==> config.mk <==
export PLATFORM = sky130hd
export DESIGN_NAME = tinymips_mem_arbiter
export DESIGN_NICKNAME = d
export VERILOG_FILES = /design/src/rtl/tinymips_pkg.sv /design/src/rtl/tinymips_mem_arbiter.sv
export SDC_FILE = /design/constraint.sdc
export NUM_CORES = 1
export LEC_CHECK = 0
export BUFFER_PORTS_ARGS = -buffer_cell sky130_fd_sc_hd__buf_2
export CELL_PAD_IN_SITES_DETAIL_PLACEMENT = 0
export CELL_PAD_IN_SITES_GLOBAL_PLACEMENT = 1
export CORE_MARGIN = 8
export CORE_UTILIZATION = 32
export DETAILED_ROUTE_END_ITERATION = 8
export PLACE_DENSITY = 0.82
export SLEW_MARGIN = 20
export SYNTH_ARGS = -nofsm -noshare
export SYNTH_HDL_FRONTEND = slang
export SYNTH_SLANG_ARGS = --single-unit
==> constraint.sdc <==
create_clock -name clk -period 2.4 [get_ports clk]
set_input_delay 0.72 -clock clk [delete_from_list [all_inputs] [get_ports clk]]
set_output_delay 0.72 -clock clk [all_outputs]
set_load 0.05 [all_outputs]
==> src/rtl/tinymips_pkg.sv <==
// Shared types for the TinyMIPS memory arbiter: FSM states and the RAM request bundle.
package tinymips_pkg;

  localparam int DATA_W     = 16;
  localparam int ADDR_W_MAX = 16;

  typedef enum logic [1:0] {
    BOOT,
    RUN,
    GRANT,
    RESUME
  } arb_state_t;

  typedef struct packed {
    logic                  we;
    logic [ADDR_W_MAX-1:0] addr;
    logic [DATA_W-1:0]     data;
  } ram_req_t;

endpackage

==> src/rtl/tinymips_mem_arbiter.sv <==
// Shares the single-port blram between the TinyMIPS core and the host/loader port.
// Define ARB_PERF_CNT_EN to add the saturating steal counter and its steal_cnt output.
module tinymips_mem_arbiter
  import tinymips_pkg::*;
#(
  parameter int SIZE    = 8,
  parameter int MIN_RUN = 2
) (
  input  logic              clk,
  input  logic              rst,
  input  logic              cpu_wrEn,
  input  logic [SIZE-1:0]   cpu_addr,
  input  logic [DATA_W-1:0] cpu_wdata,
  output logic [DATA_W-1:0] cpu_rdata,
  output logic              cpu_hold,
  output logic              cpu_rst,
  input  logic              host_req,
  input  logic              host_we,
  input  logic [SIZE-1:0]   host_addr,
  input  logic [DATA_W-1:0] host_wdata,
  output logic              host_gnt,
  output logic              host_rvalid,
  output logic [DATA_W-1:0] host_rdata,
  input  logic              host_start,
  input  logic              host_stop,
  output logic              ram_we,
  output logic [SIZE-1:0]   ram_addr,
  output logic [DATA_W-1:0] ram_din,
  input  logic [DATA_W-1:0] ram_dout
`ifdef ARB_PERF_CNT_EN
  ,
  output logic [15:0]       steal_cnt
`endif
);

  localparam int            CW      = $clog2(MIN_RUN + 1);
  localparam logic [CW-1:0] RUN_MAX = CW'(MIN_RUN);
  // The current RUN cycle counts toward MIN_RUN, so a steal fires on the MIN_RUN-th RUN cycle.
  localparam logic [CW-1:0] RUN_THR = CW'(MIN_RUN - 1);

  arb_state_t        state, stateNext;
  logic [CW-1:0]     runCnt;
  logic [DATA_W-1:0] shadow;
  logic [SIZE-1:0]   lastAddr;
  logic              rvalidQ;
  logic              hostSel;
  ram_req_t          cpuReq, hostReq, ramReq;
  logic              unusedAddrHi;

  always_ff @(posedge clk or posedge rst) begin
    if (rst) state <= BOOT;
    else     state <= stateNext;
  end

  always_comb begin
    stateNext = state;
    hostSel   = 1'b0;
    host_gnt  = 1'b0;
    cpu_hold  = 1'b0;
    cpu_rdata = ram_dout;
    case (state)
      BOOT: begin
        hostSel  = 1'b1;
        host_gnt = host_req;
        if (host_start && !host_req) stateNext = RUN;
      end
      RUN: begin
        if (host_stop)                          stateNext = BOOT;
        else if (host_req && runCnt >= RUN_THR) stateNext = GRANT;
      end
      GRANT: begin
        hostSel   = 1'b1;
        host_gnt  = 1'b1;
        cpu_hold  = 1'b1;
        stateNext = RESUME;
      end
      RESUME: begin
        cpu_rdata = shadow;
        stateNext = RUN;
      end
      default: stateNext = BOOT;
    endcase
  end

  assign cpuReq  = '{we: cpu_wrEn, addr: ADDR_W_MAX'(cpu_addr), data: cpu_wdata};
  assign hostReq = '{we: host_gnt & host_we, addr: ADDR_W_MAX'(host_addr), data: host_wdata};
  assign ramReq  = hostSel ? hostReq : cpuReq;

  assign ram_we       = ramReq.we;
  assign ram_addr     = ramReq.addr[SIZE-1:0];
  assign ram_din      = ramReq.data;
  assign unusedAddrHi = ^ramReq.addr;

  assign cpu_rst     = rst | (state == BOOT);
  assign host_rvalid = rvalidQ;
  assign host_rdata  = ram_dout;

  // Shadow captures the core's in-flight read during GRANT, patched by a colliding host write.
  always_ff @(posedge clk or posedge rst) begin
    if (rst) begin
      runCnt   <= RUN_MAX;
      shadow   <= '0;
      lastAddr <= '0;
      rvalidQ  <= 1'b0;
    end else begin
      rvalidQ <= host_gnt & ~host_we;
      case (state)
        RUN: begin
          lastAddr <= cpu_addr;
          if (runCnt != RUN_MAX) runCnt <= runCnt + 1'b1;
        end
        GRANT:   shadow <= (host_we && host_addr == lastAddr) ? host_wdata : ram_dout;
        RESUME:  runCnt <= '0;
        default: ;
      endcase
    end
  end

`ifdef ARB_PERF_CNT_EN
  always_ff @(posedge clk or posedge rst) begin
    if (rst)                                         steal_cnt <= '0;
    else if (stateNext == BOOT && state != BOOT)     steal_cnt <= '0;
    else if (state == GRANT && steal_cnt != 16'hFFFF) steal_cnt <= steal_cnt + 16'd1;
  end
`endif

endmodule

After elaboration in Yosys (flattened, before gate mapping)
Cells that the tools add are included.

Add/sub/neg operators: 1. Bitwise gates (word level): 4. Reductions and logical operators: 9. Order comparisons: 1. Equality and inequality tests: 8. Mux-type cells: 12.

Operator list (number): 2-to-1 mux 33 bit (1); 2-to-1 mux 16 bit (2); equality test 8 bit (1); 2-to-1 mux 2 bit (4); case mux 2 bit (4 select lines) (1); inequality test 2 bit, second input constant (3); equality test 2 bit, second input constant (2); case mux 2 bit (2 select lines) (1); AND reduction 2 bit (2); logical AND 1 bit (3); inequality test 3 bit, second input constant (1); adder 2 x 1 -> 2 bit, second input constant (1); bitwise AND 1 bit (2); equality test 2 x 1 -> 1 bit, second input constant (1); >= comparator 2 x 1 -> 1 bit, second input constant (1); zero test 2 bit (1); 2-to-1 mux 1 bit (2); case mux 1 bit (2 select lines) (1); nonzero test 2 bit (1); OR reduction 2 bit (1); zero test 1 bit (1); inverter 1 bit (1); bitwise OR 1 bit (1).

Logic and storage cells: 40. Input bits: 71. Output and inout bits: 61. Flip-flop bits (word level): 29.

Depth between registers and ports, before layout
Gate-level depths: netlist (run 1).

Word-level depth: 5. Gate-level depth with buffers: 6. Gate-level depth less buffers: 6.

Least setup slack after synthesis (run 1)
No wires, ideal clock.

Kind: register -> output. From: reg state[0]. To: out ram_we. Path slack: -820 ps. Data required time: 1680 ps. Data arrival time: 2500 ps. Buffers on the path: 0. Cell stages (with the launch flop): 6. Cell sequence: dfrtp_1 -> inv_1 -> ha_1 -> nor2_2 -> nor2_1 -> a22o_1.

Cells in the longest elaborated chain, start to end: 4. Elaborated cells between the ends (all ways): 7. Classes of those cells: eq/ne (1); mux (3); bitwise (1); reduce/logical (2).

Ends and longest elaborated chain: start, declared (RTL line tinymips_mem_arbiter.sv:41) `arb_state_t state, stateNext;`; start signal, assigned (RTL line tinymips_mem_arbiter.sv:52) `else state <= stateNext;`; equality test 2 bit / zero test 2 bit (equally long branches) (RTL line tinymips_mem_arbiter.sv:61) `case (state)`; case mux 1 bit (2 select lines) (*) (RTL line tinymips_mem_arbiter.sv:61); net host_gnt (RTL line tinymips_mem_arbiter.sv:21) `output logic host_gnt,`; bitwise AND 1 bit (*) (RTL line tinymips_mem_arbiter.sv:86) `assign hostReq = '{we: host_gnt & host_we, addr: ADDR_W_MAX'(host_addr), data: host_wdata};`; 2-to-1 mux 33 bit (*) (RTL line tinymips_mem_arbiter.sv:87) `assign ramReq = hostSel ? hostReq : cpuReq;`; end, declared (RTL line tinymips_mem_arbiter.sv:26) `output logic ram_we,`.

The timed path passes the listed nets; every way through them passes the cells marked *.

Final worst setup path (run 1)
From: reg state[1]. To: out ram_addr[0].

Cells in the longest elaborated chain, start to end: 4. Elaborated cells between the ends (all ways): 5. Classes of those cells: eq/ne (1); mux (2); reduce/logical (2).

Ends and longest elaborated chain: equality test 2 bit / zero test 2 bit (equally long branches) (RTL line tinymips_mem_arbiter.sv:61); OR reduction 2 bit (no source line) (*); 2-to-1 mux 1 bit (*) (RTL line tinymips_mem_arbiter.sv:61); 2-to-1 mux 33 bit (*) (RTL line tinymips_mem_arbiter.sv:87); end, declared (RTL line tinymips_mem_arbiter.sv:27) `output logic [SIZE-1:0] ram_addr,`.

Mark *: on every way between the ends. The rest lies on a longest branch, timed or not.

==> summary.md, run 1 <==
| Metric | Value |
|---|---|
| Core area | `7176 µm²` |
| Global-route wire length before repair | `12,660 µm` |
| Asr flop ratio synth | `100.0%` |
| Placed Area | `3054 µm²` |
| Fin nets | `429` |
| Clock slew at reported path FFs | `0.07 ns` |
| Worst min-delay path class | `in2async` |
| Post-synthesis sequential area ratio | `31.15%` |
| Synth Area per Inst | `10.33 µm²` |
| Post-synth EDFFs | `0` |
| Reg-to-Reg Start | `state[1]$_DFFE_PP0P_` |
| Final Hold Viols | `0` |
| I/O pin total | `132` |
| R2r setup slk | `0.45 ns` |
| Post-synthesis cell type count | `35` |
| Post-route DRC | `0` |
| Htree depth | `2` |
| Post-route ant nets | `0` |
| Syn Inst Count | `226` |
| Vias per cell | `4.973` |
| Top-count cell post-synth | `mux2_2` |
| CTS Sinks | `29` |
| Max frequency | `0.3967 GHz` |
| Crit path launch type | `flop` |
| Wire per inst | `18.50 µm` |
| Max-slew violations | `0` |
| Min cycle time layout | `2.521 ns` |
| Die width | `101.4 µm` |
| Synth top area share | `30.03%` |
| Worst setup path end | `ram_addr[0]` |
| Area of the mapped netlist | `2333 µm²` |
| Worst Tran Pin Value | `0.5577 ns` |
| Worst r2r dst | `state[0]$_DFFE_PP0P_` |
| Starting DRT DRC Count | `63` |
| Die H | `101.4 µm` |
| Inst Count DP | `436` |
| TritonRoute pass-1 iters | `4` |
| Area leader, netlist | `dfrtp_1` |
| Largest net degree at the start of global routing | `33` |
| CTS buffer count | `5` |
| Post-synth top cells | `mux2_2, dfrtp_1, buf_4, nor2_1` |
| Synth Flop Type | `dfrtp_1` |
| Skew final | `0.008646 ns` |
| Synth Register Bits | `29` |
| Hpwl dp | `5834 µm` |
| Tcrit/Tclk final | `105.0%` |
| Synth area leaders | `dfrtp_1, mux2_2, buf_4` |
| RePlAce Congestion | `0.7621` |
| Final worst setup slack | `-0.1207 ns` |
| Row count | `31` |
| Critical Path Source | `state[1]$_DFFE_PP0P_` |
| Post-Syn Nets | `306` |
| Cts hold-fix bufs | `0` |
| Share of layout cells above drive strength 1 | `64.86%` |
| Final instance area | `3613 µm²` |
| Vias | `2,233` |
| Arr. time, crit path | `1.80 ns` |
| Port bufs | `131` |
| Pleak | `0.001677 µW` |
| RSZ-0062 raised after global routing | `true` |
| Max IR drop VDD | `0.6928 mV` |
| Non-filler cells, final | `449` |
| Outcome | `finished, violations left` |
| GRT Total Usage | `15.83%` |
| Crit-path max FO | `8` |
| PD cells | `1342 nW/µm²` |
| Die Area | `10,280 µm²` |
| Root buffer cell | `clkbuf_8` |
| Failing checks | `setup timing` |
| CTS tree | `done` |
| Skew-Pair Late Insertion Delay | `0.28 ns` |
| Worst endpoint required time | `1.68 ns` |
| Yosys warns | `0` |
| Crit path kind | `reg2out` |
| Final wirelength | `8307 µm` |
| Clock Tree Buf Depth | `2` |
| R2R depth | `6` |
| GRT Residual Overflow | `0` |
| Max-Cap Viols | `0` |
| Layout area overhead | `54.85%` |
| Antenna violations before repair | `0` |
| Critical path capture point type | `output pin` |
| N_diodes | `0` |
| Initial Util | `32.52%` |
| Final setup viols | `25` |
| Max transition margin | `62.82%` |
| Vias in the first global route | `2,485` |
what timing repair did:
| action | 4_1_cts | 5_1_grt |
|---|---|---|
| gates resized for setup | 118 | 0 |
| hold endpoints to repair | 0 | 0 |
| gates cloned | 2 | 0 |
| pin swaps | 5 | 1 |
| buffers inserted | 4 | 0 |
| endpoints found under the setup margin | 42 | 42 |
cell type report:
type / count / area (µm²)
clock buffer: 8 / 90.09
fill: 653 / 3562
inverter: 6 / 22.52
multi-input combinational: 157 / 1501
sequential: 29 / 728.2
tap: 99 / 123.9
timing repair buffer: 150 / 1147
cells in the final DEF, fill, tap and decap left out, types with 3 or more instances in the layout:
cell type,instances
a31oi_1,16
buf_12,4
buf_2,90
buf_4,24
buf_6,15
buf_8,16
clkbuf_8,6
dfrtp_1,27
ha_1,6
ha_4,3
inv_1,4
mux2_2,24
mux2_4,24
nand2_1,3
nand4_1,16
nor2_1,17
o31ai_1,8
o31ai_2,9
xnor2_1,8
cell families (layout without fill, tap and decap cells):
| kind of cell | after synthesis | in the layout | synth area share [%] |
|---|---|---|---|
| buf+inv | 40 | 164 | 11.37 |
| fa+ha+maj | 9 | 9 | 4.826 |
| flops | 29 | 29 | 31.15 |
| xor+xnor | 8 | 8 | 3.003 |
| simple gates | 50 | 50 | 11.42 |
| mux | 50 | 50 | 24.02 |
| compound gates | 40 | 40 | 14.21 |
layer usage:
layer	track usage (%)	wire length (µm)	vias up
li1	-	-	1065
met1	17.71	3303	1098
met2	29.81	4510	68
met3	3.093	449	2
met4	3.666	45	0
met5	0	0	-
critical path, stage by stage, from the launching register on:
cell and delay [ns]:
dfrtp_2 0.43, inv_2 0.07, ha_4 0.16, nor2_4 0.12, buf_12 0.14, buf_12 0.14, mux2_4 0.31, buf_8 0.15
flip-flops by register name, summed over array words and instances, names as in the netlist:
register	count
shadow	16
lastAddr	8
runCnt	2
state	2
host_rvalid	1
power by group:
part	internal, µW	total (µW)	switching (µW)	leakage [µW]
Clock	234	431	197	0.0000455
Combinational	1540	3570	2020	0.00131
Sequential	719	850	131	0.000322
Total	2500	4850	2350	0.00168
worst min path at each step:
stage | start | end | slack, ns
3_3_place_gp | runCnt[1]$_DFFE_PP1P_ | runCnt[1]$_DFFE_PP1P_ | 0.51
2_1_floorplan | runCnt[1]$_DFFE_PP1P_ | runCnt[1]$_DFFE_PP1P_ | 0.49
5_1_grt | rst | host_rvalid$_DFF_PP0_ | 0.46
4_1_cts | rst | host_rvalid$_DFF_PP0_ | 0.44
6_report | rst | host_rvalid$_DFF_PP0_ | 0.44
3_5_place_dp | runCnt[1]$_DFFE_PP1P_ | runCnt[1]$_DFFE_PP1P_ | 0.52
stage by stage:
step                      worst slack, ns  hold WS, ns  utilization, %  power (µW)  TNS (ns)
final                             -0.1207       0.4421           50.36        4848    -2.177
after CTS                         -0.1292       0.4428           50.74        4940    -2.675
after floorplan                  -0.05670       0.4892               -        3065   -0.4835
after global routing              -0.1790       0.4598           50.36        5099    -4.546
after global placement             0.1032       0.5079           42.56        3642         0
after detailed placement          0.07036       0.5170           42.56        3693         0
No activity file was read; power rests on OpenSTA's default activity.
==> inputs of run 2 (changes only) <==
- PLACE_DENSITY: 0.82 -> unset
- PLACE_DENSITY_LB_ADDON: unset -> 0.05
==> run 2 against run 1 <==
Net effect:
- the flow still finishes with violations (setup timing)
- sequential share of layout area fell by 0.49 points
- power grew 2.0%
- hold slack gained 0.089 ns
- critical path depth decreased by 1
- highest routed layer unchanged
- final cell count up 1.1%
- worst setup slack better by 0.0079 ns
- flip-flop and latch count unchanged
- design area rose by 2.5%
- sequential power grew 0.7%
- global-route usage is 0.071 points higher
- maximum frequency grew 0.32%
- critical path type unchanged
- register-to-register slack better by 0.23 ns
==> summary.md, run 2 (synthesis gave the netlist of run 1 again) <==
| Metric | Value |
|---|---|
| Outcome | `finished, violations left` |
| Failing checks | `setup timing` |
| Worst min-delay path class | `in2async` |
| Post-route ant nets | `0 (unchanged)` |
| Most frequent cells in the layout | `buf_2, buf_6, dfrtp_1, mux2_2, mux2_4` |
| Final setup viols | `25 (unchanged)` |
| R2R depth | `7 (+1)` |
| Skew final | `0.005444 ns (-0.003202 ns)` |
| Fin nets | `434 (+1.2%)` |
| Biggest register | `shadow` |
| Antenna violations before repair | `0 (unchanged)` |
| N_diodes | `0 (unchanged)` |
| Commonest non-fill, non-tap cell in the layout | `buf_2` |
| Placed Area | `3069 µm² (+0.49%)` |
| GRT Residual Overflow | `0 (unchanged)` |
| Pleak | `0.001713 µW (+2.1%)` |
| Crit path launch type | `flop` |
| PD cells | `1335 nW/µm² (-0.46%)` |
| Reg-to-Reg Start | `state[1]$_DFFE_PP0P_` |
| Post-route DRC | `0 (unchanged)` |
| Core area | `7176 µm² (unchanged)` |
| Arr. time, crit path | `1.79 ns (about the same)` |
| Min cycle time layout | `2.513 ns (-0.007919 ns)` |
| Die H | `101.4 µm (unchanged)` |
| Critical path capture point type | `output pin` |
| Final worst setup slack | `-0.1128 ns (+0.007919 ns)` |
| Vias in the first global route | `2,444 (-1.6%)` |
| Top flop regs | `shadow x16, lastAddr x8` |
| I/O pin total | `132 (unchanged)` |
| Crit path kind | `reg2out` |
| Vias | `2,314 (+3.6%)` |
| Global-route wire length before repair | `12,770 µm (+0.82%)` |
| Clock slew at reported path FFs | `0.07 ns (about the same)` |
| Final Util | `51.61% (+1.3 points)` |
| Worst r2r dst | `state[1]$_DFFE_PP0P_` |
| Wire per inst | `18.51 µm (about the same)` |
| Inst Count DP | `438 (+0.46%)` |
| Tcrit/Tclk final | `104.7% (-0.33 points)` |
| Hpwl dp | `5971 µm (+2.3%)` |
| RSZ-0062 raised after global routing | `true` |
| GRT Total Usage | `15.90% (+0.071 points)` |
| Max-Cap Viols | `0 (unchanged)` |
| Crit-path max FO | `7 (-1)` |
| Overall power | `4946 µW (+2.0%)` |
| Die Area | `10,280 µm² (unchanged)` |
| R2r setup slk | `0.68 ns (+0.23 ns)` |
| Worst endpoint required time | `1.68 ns (about the same)` |
| Flip-flop count of the largest register after layout | `16 (unchanged)` |
| Row count | `31 (unchanged)` |
| RePlAce Congestion | `0.7158 (-6.1%)` |
| Worst Tran Pin Value | `0.4051 ns (-0.1526 ns)` |
| Vias per cell | `5.097 (+2.5%)` |
| Final instance area | `3704 µm² (+2.5%)` |
| Clock Tree Buf Depth | `2 (unchanged)` |
| Layout area overhead | `58.71%` |
| Port bufs | `131 (unchanged)` |
| CTS buffer count | `5 (unchanged)` |
| Max-slew violations | `0 (unchanged)` |
| Non-filler cells, final | `454 (+1.1%)` |
| Initial Util | `32.52% (unchanged)` |
| CTS tree | `done` |
| Final Hold Viols | `0 (unchanged)` |
| Root buffer cell | `clkbuf_8` |
| Max frequency | `0.3980 GHz (+0.32%)` |
| Final wirelength | `8405 µm (+1.2%)` |
| Htree depth | `2 (unchanged)` |
| Largest net degree at the start of global routing | `33 (unchanged)` |
| Starting DRT DRC Count | `89 (+41%)` |
| TritonRoute pass-1 iters | `4 (unchanged)` |
| Share of layout cells above drive strength 1 | `65.35% (+0.49 points)` |
| Post-Place Setup Slack | `0.08199 ns (+0.01163 ns)` |
| Die width | `101.4 µm (unchanged)` |
| Max transition margin | `72.99% (+10 points)` |
| CTS Sinks | `29 (unchanged)` |
| Max IR drop VDD | `0.7232 mV (+4.4%)` |
| Skew-Pair Late Insertion Delay | `0.28 ns (about the same)` |
## run 2: cell types whose count changed in the layout (fill, tap and decap cells not counted), sizes merged
cell    delta
buf        +4
clkbuf     +1
## run 2: power by group
part / switching [µW] / internal [µW] / total (µW)
Clock: 194 / 206 / 400
Combinational: 2060 / 1630 / 3690
Sequential: 136 / 719 / 856
## run 2: worst max-delay path by stage
| stage | endpoint | slack, ns | depth (start not counted) | start |
|---|---|---|---|---|
| after CTS | ram_addr[5] | -0.11 | 6 | state[1]$_DFFE_PP0P_ |
| final | ram_addr[5] | -0.11 | 6 | state[1]$_DFFE_PP0P_ |
| after floorplan | ram_addr[0] | -0.06 | 5 | state[0]$_DFFE_PP0P_ |
| after detailed placement | ram_din[1] | 0.08 | 6 | state[1]$_DFFE_PP0P_ |
| after global routing | ram_addr[5] | -0.16 | 7 | state[1]$_DFFE_PP0P_ |
| after global placement | ram_din[2] | 0.12 | 6 | state[1]$_DFFE_PP0P_ |
## run 2: critical path, cell delays in order (launching register included)
cell and delay [ns]:
dfrtp_2 0.46, ha_4 0.19, nor2_4 0.12, buf_6 0.14, buf_12 0.13, mux2_4 0.32
buf_8 0.15
## run 2: per-layer routing
| metal | GRT usage (%) | vias to the layer above | wire [µm] |
|---|---|---|---|
| li1 | - | 1073 | - |
| met1 | 18.98 | 1118 | 3519 |
| met2 | 27.33 | 113 | 4121 |
| met3 | 5.017 | 10 | 711 |
| met4 | 3.093 | 0 | 53 |
| met5 | 0 | - | 0 |
## run 2: what timing repair did
item	4_1_cts	5_1_grt
cloned	3	0
hold buffers	0	0
hold endpoints to repair	0	0
pin swaps	2	0
buffers inserted	4	1
gates resized for setup	104	42
endpoints found under the setup margin	36	40
## run 2: cell type report
| type | instances | area [µm²] |
|---|---|---|
| clock buffer | 8 | 80.08 |
| fill | 662 | 3472 |
| multi-input combinational | 157 | 1514 |
| timing repair buffer | 155 | 1235 |
| sequential | 29 | 728.2 |
| tap | 99 | 123.9 |
| inverter | 6 | 22.52 |
## run 2: metrics by stage
step / hold WS (ns) / setup TNS [ns]
2_1_floorplan: 0.4892 / -0.4835
4_1_cts: 0.5326 / -2.467
6_report: 0.5307 / -2.340
5_1_grt: 0.5552 / -3.451
3_5_place_dp: 0.5180 / 0
3_3_place_gp: 0.5120 / 0
